## src/rtl/gp_req_arbiter.sv

```systemverilog
// gp_req_arbiter: round-robin arbiter for the two GP-engine request ports
// feeding one register/memory target, with read routing and timeout.
module gp_req_arbiter #(
   parameter int DATA_WIDTH = 32,
   parameter int ADDR_WIDTH = 32,
   parameter int RD_TIMEOUT = 255
) (
   input  logic                  i_clk_ahb,
   input  logic                  i_rstn_ahb,
   input  logic                  i_m0_valid,
   input  logic                  i_m0_rd0_wr1,
   input  logic [ADDR_WIDTH-1:0] i_m0_addr,
   input  logic [DATA_WIDTH-1:0] i_m0_wr_data,
   output logic                  o_m0_ready,
   output logic                  o_m0_rd_valid,
   output logic [DATA_WIDTH-1:0] o_m0_rd_data,
   output logic                  o_m0_rd_err,
   input  logic                  i_m1_valid,
   input  logic                  i_m1_rd0_wr1,
   input  logic [ADDR_WIDTH-1:0] i_m1_addr,
   input  logic [DATA_WIDTH-1:0] i_m1_wr_data,
   output logic                  o_m1_ready,
   output logic                  o_m1_rd_valid,
   output logic [DATA_WIDTH-1:0] o_m1_rd_data,
   output logic                  o_m1_rd_err,
   output logic                  o_valid,
   output logic                  o_rd0_wr1,
   output logic [ADDR_WIDTH-1:0] o_addr,
   output logic [DATA_WIDTH-1:0] o_wr_data,
   input  logic                  i_ready,
   input  logic                  i_rd_valid,
   input  logic [DATA_WIDTH-1:0] i_rd_data,
   output logic                  o_busy
);

   localparam int CW =
      (RD_TIMEOUT > 0) ? $clog2(RD_TIMEOUT + 1) : 1;
   localparam bit TO_EN = (RD_TIMEOUT != 0);
   localparam logic [CW-1:0] CNT_LAST =
      CW'((RD_TIMEOUT > 0) ? RD_TIMEOUT - 1 : 0);
   localparam logic [CW-1:0] CNT_MAX = '1;

   typedef enum logic [1:0] {
      IDLE,
      ISSUE,
      RD_WAIT
   } state_t;

   state_t          state;
   logic            last_grant;
   logic            owner;
   logic [CW-1:0]   rd_cnt;

   logic            gnt0;
   logic            gnt1;
   logic            accept;
   logic            sel1;
   logic            acc_wr;
   logic [ADDR_WIDTH-1:0] acc_addr;
   logic [DATA_WIDTH-1:0] acc_data;
   logic            rd_hit;
   logic            rd_to;
   logic            rd_done;

   // Round-robin pick: a lone requester wins, a tie goes to the
   // requester that was not granted last.
   always_comb begin
      gnt0 = 1'b0;
      gnt1 = 1'b0;
      if (i_m0_valid && i_m1_valid) begin
         gnt0 = last_grant;
         gnt1 = !last_grant;
      end else begin
         gnt0 = i_m0_valid;
         gnt1 = i_m1_valid;
      end
   end

   assign o_m0_ready = (state == IDLE) && gnt0;
   assign o_m1_ready = (state == IDLE) && gnt1;
   assign accept     = o_m0_ready || o_m1_ready;
   assign sel1       = o_m1_ready;

   // Mux the winning requester's fields; reads carry no write data.
   always_comb begin
      acc_wr   = sel1 ? i_m1_rd0_wr1 : i_m0_rd0_wr1;
      acc_addr = sel1 ? i_m1_addr : i_m0_addr;
      acc_data = '0;
      if (acc_wr) begin
         acc_data = sel1 ? i_m1_wr_data : i_m0_wr_data;
      end
   end

   // Read completion: data always beats an expiring timeout.
   always_comb begin
      rd_hit  = (state == RD_WAIT) && i_rd_valid;
      rd_to   = TO_EN && (state == RD_WAIT) &&
                !i_rd_valid && (rd_cnt == CNT_LAST);
      rd_done = rd_hit || rd_to;
   end

   // Main sequencer: accept, present downstream, wait for read data.
   always_ff @(posedge i_clk_ahb or negedge i_rstn_ahb) begin
      if (!i_rstn_ahb) begin
         state      <= IDLE;
         last_grant <= 1'b1;
         owner      <= 1'b0;
         rd_cnt     <= '0;
         o_valid    <= 1'b0;
         o_rd0_wr1  <= 1'b0;
         o_addr     <= '0;
         o_wr_data  <= '0;
      end else begin
         unique case (state)
            IDLE: begin
               if (accept) begin
                  owner      <= sel1;
                  last_grant <= sel1;
                  o_valid    <= 1'b1;
                  o_rd0_wr1  <= acc_wr;
                  o_addr     <= acc_addr;
                  o_wr_data  <= acc_data;
                  state      <= ISSUE;
               end
            end
            ISSUE: begin
               if (i_ready) begin
                  o_valid <= 1'b0;
                  if (o_rd0_wr1) begin
                     state <= IDLE;
                  end else begin
                     rd_cnt <= '0;
                     state  <= RD_WAIT;
                  end
               end
            end
            RD_WAIT: begin
               if (rd_done) begin
                  state <= IDLE;
               end else if (rd_cnt != CNT_MAX) begin
                  rd_cnt <= rd_cnt + 1'b1;
               end
            end
            default: begin
               state <= IDLE;
            end
         endcase
      end
   end

   // Route the completion to the owner only; the other side stays 0.
   always_comb begin
      o_m0_rd_valid = rd_done && !owner;
      o_m1_rd_valid = rd_done && owner;
      o_m0_rd_err   = rd_to && !owner;
      o_m1_rd_err   = rd_to && owner;
      o_m0_rd_data  = '0;
      o_m1_rd_data  = '0;
      if (rd_hit && !owner) begin
         o_m0_rd_data = i_rd_data;
      end
      if (rd_hit && owner) begin
         o_m1_rd_data = i_rd_data;
      end
   end

   assign o_busy = (state != IDLE);

   a_excl_ready : assert property (
      @(posedge i_clk_ahb) disable iff (!i_rstn_ahb)
      !(o_m0_ready && o_m1_ready));

   a_valid_issue : assert property (
      @(posedge i_clk_ahb) disable iff (!i_rstn_ahb)
      o_valid == (state == ISSUE));

   a_excl_rd : assert property (
      @(posedge i_clk_ahb) disable iff (!i_rstn_ahb)
      !(o_m0_rd_valid && o_m1_rd_valid));

endmodule

```

## config.mk

```make
export PLATFORM = sky130hd
export DESIGN_NAME = gp_req_arbiter
export DESIGN_NICKNAME = d
export VERILOG_FILES = /design/src/rtl/gp_req_arbiter.sv
export SDC_FILE = /design/constraint.sdc
export NUM_CORES = 1
export LEC_CHECK = 0
export ABC_AREA = 1
export ABC_CLOCK_PERIOD_IN_PS = 1800
export CAP_MARGIN = 20
export CORE_ASPECT_RATIO = 0.75
export CORE_MARGIN = 2
export CORE_UTILIZATION = 35
export CTS_CLUSTER_SIZE = 25
export DETAILED_ROUTE_END_ITERATION = 10
export MAX_ROUTING_LAYER = met4
export PLACE_DENSITY = 0.81
export SYNTH_ARGS = -nofsm -noshare
export SYNTH_HDL_FRONTEND = slang
export SYNTH_SLANG_ARGS = --single-unit
```

## constraint.sdc

```tcl
create_clock -name i_clk_ahb -period 1.8 [get_ports i_clk_ahb]
set_clock_uncertainty 0.1 [all_clocks]
set_input_delay 0.45 -clock i_clk_ahb [delete_from_list [all_inputs] [get_ports i_clk_ahb]]
set_output_delay 0.45 -clock i_clk_ahb [all_outputs]
set_load 0.02 [all_outputs]
```

== Word-level counts from Yosys, hierarchy flattened ==
Index checks and enable logic that the tools add are counted.

* Multiply operators: 0
* Reduce and logical (&&, ||, !) cells: 25
* Add/subtract/negate cells: 1
* Shift operators: 0
* Eq/ne operators: 10
* $lt $le $gt $ge: 0
* Muxes and demuxes: 21
* Bitwise logic cells: 0
* Divide/modulo/power cells: 0

{| class="wikitable"
|+ Operator list
! cell !! number
|-
| 32-bit 2-to-1 mux || 5
|-
| 8-bit 2-to-1 mux || 4
|-
| 8-bit one-hot mux with 2 select lines || 1
|-
| 1-bit logical AND || 12
|-
| 2-bit inequality test (second input constant) || 5
|-
| 8-bit by 1-bit adder with 8-bit output (second input constant) || 1
|-
| 8-bit equality test (second input constant) || 1
|-
| 2-bit 2-to-1 mux || 4
|-
| 8-bit inequality test (second input constant) || 1
|-
| 2-bit one-hot mux with 3 select lines || 1
|-
| 3-bit AND reduction || 2
|-
| 2-bit nonzero test || 3
|-
| 1-bit 2-to-1 mux || 5
|-
| 5-bit AND reduction || 1
|-
| 1-bit logical NOT || 3
|-
| 2-bit by 1-bit equality test with 1-bit output (second input constant) || 1
|-
| 2-bit equality test (second input constant) || 1
|-
| 2-bit logical NOT || 1
|-
| 1-bit logical OR || 2
|-
| 2-bit by 1-bit inequality test with 1-bit output (second input constant) || 1
|-
| 1-bit one-hot mux with 2 select lines || 1
|-
| 2-bit AND reduction || 1
|}

* Memories: 0
* Bits in registers: 78
* Bits in latches: 0
* Memory bits (read-only): 0
* Bits in writable memories: 0
* Logic and storage cells: 65

== Depth between registers and ports, before layout ==
* Word-level depth: 6
* Depth in mapped cells: 10
* Depth with buffers taken out: 10

== Least setup slack after synthesis ==
Ideal clock, no wire load.

* Path kind: reg2out
* Start: register state[1]
* End: output o_m0_rd_data[0]
* Cell stages (with the launch flop): 6
* Setup slack: -0.135 ns
* Data arrival time: 1.385 ns
* Path through: dfrtp_1 inv_1 nor3_1 nand2_1 clkbuf_1 nor2_1

* Word-level cells in the longest chain between the ends: 4

{| class="wikitable"
|+ RTL lines
! what !! RTL line !! RTL
|-
| start: declaration || 49 || <nowiki>state_t state;</nowiki>
|-
| start signal: assignment || 105 || <nowiki>state <= IDLE;</nowiki>
|-
| start signal: assignment || 123 || <nowiki>state <= ISSUE;</nowiki>
|-
| start signal: assignment || 130 || <nowiki>state <= IDLE;</nowiki>
|-
| 2-bit equality test || 96 || <nowiki>rd_hit = (state == RD_WAIT) && i_rd_valid;</nowiki>
|-
| 1-bit logical AND || 96 ||
|-
| 1-bit logical AND || 159 || <nowiki>if (rd_hit && !owner) begin</nowiki>
|-
| 32-bit 2-to-1 mux || 159 ||
|-
| end: declaration || 16 || <nowiki>output logic [DATA_WIDTH-1:0] o_m0_rd_data,</nowiki>
|}

No other way between the ends.

== Worst setup path in the final report ==
* Start: register state[0]
* End: output o_m0_rd_data[0]

The elaborated chain is that of the path after synthesis.

==> impl_metrics.env <==
export IMPL_outcome="finished, violations left"
export IMPL_failed_checks="negative setup slack"
export IMPL_hold_viol=0
export IMPL_synth_ff_type="dfrtp_1"
export IMPL_grtUsageTotal=0.312
export IMPL_first_pass_iters=4
export IMPL_antenna_found_initial=2
export IMPL_cts_made_buffers=9
export IMPL_tritoncts="yes"
export IMPL_period_needed_ps=2150
export IMPL_setup_tns_final_ps=-26210
export IMPL_chipWidth_um=131
export IMPL_synthTopCellsByCount="nand2_1, dfrtp_1, nand3_1, nor2_1, inv_1"
export IMPL_drv_slew=0
export IMPL_leakagePower_nw=4.79
export IMPL_globalplace_congestion=0.961
export IMPL_hp_class="input pin to async pin"
export IMPL_maxCapViolCount=0
export IMPL_stdcell_count=1174
export IMPL_grt_pass1_vias=5795
export IMPL_r2r_slack_ps=-200
export IMPL_clk_pin_slew_ps=60
export IMPL_timing_rr_start="state[0]$_DFFE_PN0P_"
export IMPL_core_area_um2=11700
export IMPL_viasPerCell=4.91
export IMPL_vias=5762
export IMPL_crit_type="register to primary output"
export IMPL_setup_viol=105
export IMPL_overflow=0
export IMPL_synth_fp_nets=804
export IMPL_synth_most_common_cell="nand2_1"
export IMPL_yosys_area_top_type="dfrtp_1"
export IMPL_cp_required_ps=1250
export IMPL_synth_top_area_frac=0.453
export IMPL_fin_hold_ws_ps=26.1
export IMPL_cts_hold_buf=0
export IMPL_routedWlPerCell_um=18.1
export IMPL_relSlewSlack=0.717
export IMPL_io_pins=305
export IMPL_place_inst=1127
export IMPL_drive_gt1_frac=0.285
export IMPL_max_freq_mhz=466
export IMPL_drc_errors=0
export IMPL_ir_drop_mv=0.689
export IMPL_postRouteAntennaNets=0
export IMPL_startpoint="state[0]$_DFFE_PN0P_"
export IMPL_wl_mm=21.2
export IMPL_syn_cell_area_um2=4250
export IMPL_root_buffer="clkbuf_16"
export IMPL_numClockSinks=78
export IMPL_nNetsFinal=1175
export IMPL_ys_ff_latch=78
export IMPL_drt_initial_drc_count=201
export IMPL_startpoint_type="register"
export IMPL_synth_edff_count=0
export IMPL_areaGrowthSynthToFinish_pct=126
export IMPL_grt_max_degree=79
export IMPL_yosysWarnings=0
export IMPL_htree_num_levels=3
export IMPL_cp_arrival_ps=1600
export IMPL_synth_area_per_cell_um2=6.71
export IMPL_cp_max_fo=7
export IMPL_die_area_um2=13100
export IMPL_total_power_mw=11.9
export IMPL_end_kind="primary output"
export IMPL_io_buffers=304
export IMPL_die_y_um=99.5
export IMPL_powerDensity_nw_per_um2=1240
export IMPL_syn_inst=634
export IMPL_dp_hpwl_mm=13.3
export IMPL_yosysUniqueCellTypes=23
export IMPL_worst_pin_slew_ps=424
export IMPL_rsz0062_at_grt="yes"
export IMPL_setup_ws_ps=-348
export IMPL_period_share=1.19
export IMPL_ys_top_cells_by_area="dfrtp_1, nand2_1, nand3_1"
export IMPL_grt_first_pass_wirelength_mm=30.9
export IMPL_rows=34
export IMPL_async_flop_share=1.00
export IMPL_insertion_delay_ps=330
export IMPL_synth_seq_area_share=0.459
export IMPL_initial_core_util=0.362
export IMPL_clk_path_buf_depth=2
## power by group
part,total [mW],switching [mW],internal (mW)
Sequential,2.78,0.352,2.43
Clock,1.95,0.732,1.22
Combinational,7.15,3.98,3.17
## timing repair
action                                  CTS  global route
endpoints found under the setup margin  148           132
pin swaps                                17            20
gates resized for setup                 526            40
gates cloned                             10             8
setup buffers                             6             5
## routing by layer
layer	global-route usage	vias up	wire length, um
li1	-	2682	-
met1	0.328	2696	7960
met2	0.567	300	11100
met3	0.0765	84	1310
met4	0.130	0	860
met5	-	-	0
## sequential cells by signal, summed over array words and instances, names as in the netlist
signal,cells
last_grant,1
o_wr_data,32
o_rd0_wr1,1
rd_cnt,8
owner,1
o_valid,1
state,2
o_addr,32
## placed cells by master (no fill, tap or decap), types with 2 or more instances in the layout
| master | count |
|---|---|
| nand3b_1 | 4 |
| inv_6 | 2 |
| xor2_1 | 3 |
| buf_16 | 11 |
| nand2_1 | 288 |
| clkdlybuf4s50_1 | 163 |
| clkbuf_1 | 2 |
| nor2_2 | 4 |
| nand3_1 | 62 |
| nand2_2 | 9 |
| diode_2 | 2 |
| nor2_4 | 66 |
| inv_2 | 5 |
| nand2_8 | 4 |
| buf_12 | 10 |
| dfrtp_1 | 77 |
| buf_4 | 49 |
| nor2_1 | 8 |
| bufinv_16 | 2 |
| nor3_2 | 2 |
| dlygate4sd2_1 | 69 |
| inv_1 | 42 |
| buf_6 | 79 |
| nand2_4 | 2 |
| buf_8 | 2 |
| clkbuf_16 | 17 |
| nand3_2 | 14 |
## path summary, 6_finish.rpt
path,endpoint,depth (start not counted)
max,o_m0_rd_data[0],6
min,o_addr[2]$_DFFE_PN0P_,2
max reg2reg,o_wr_data[0]$_DFFE_PN0P_,12
min reg2reg,o_valid$_DFFE_PN0P_,2
max in group asynchronous,last_grant$_DFFE_PN1P_,2
min in group i_clk_ahb,o_valid$_DFFE_PN0P_,2
## kinds of logic after synthesis
group / share of synthesized area
DFF: 0.459
adders and majority gates: 0.00588
xor gates and xnor gates: 0.00824
buffers and inverters: 0.0776
and+or+nand+nor: 0.442
AOI/OAI and AO/OA: 0.00735
## critical path, stage by stage (launching register included)
cell	delay [ps]
dfrtp_1	390
nor3_2	200
buf_6	160
nand2_8	100
buf_16	180
nor2_4	100
buf_6	130
## cell type report
type                            instances  area, um^2
Multi-Input combinational cell        475        2670
Inverter                               49         191
Sequential cell                        78        1950
Fill cell                             748        2140
Clock buffer                           11         233
Timing Repair Buffer                  392        4260
Tap cell                              162         203
Antenna cell                            2        5.00
Clock inverter                          5        82.6
## metrics by stage
stage                     setup WS (ps)  utilization  instance area (um^2)
final                              -348        0.818                  9600
after global routing               -400        0.818                  9600
after CTS                          -380        0.785                  9220
after detailed placement          -1100        0.714                  8380
after global placement             -997        0.714                  8380
after floorplan                    29.2            -                  4770
Power figures use the tool's default switching activity.
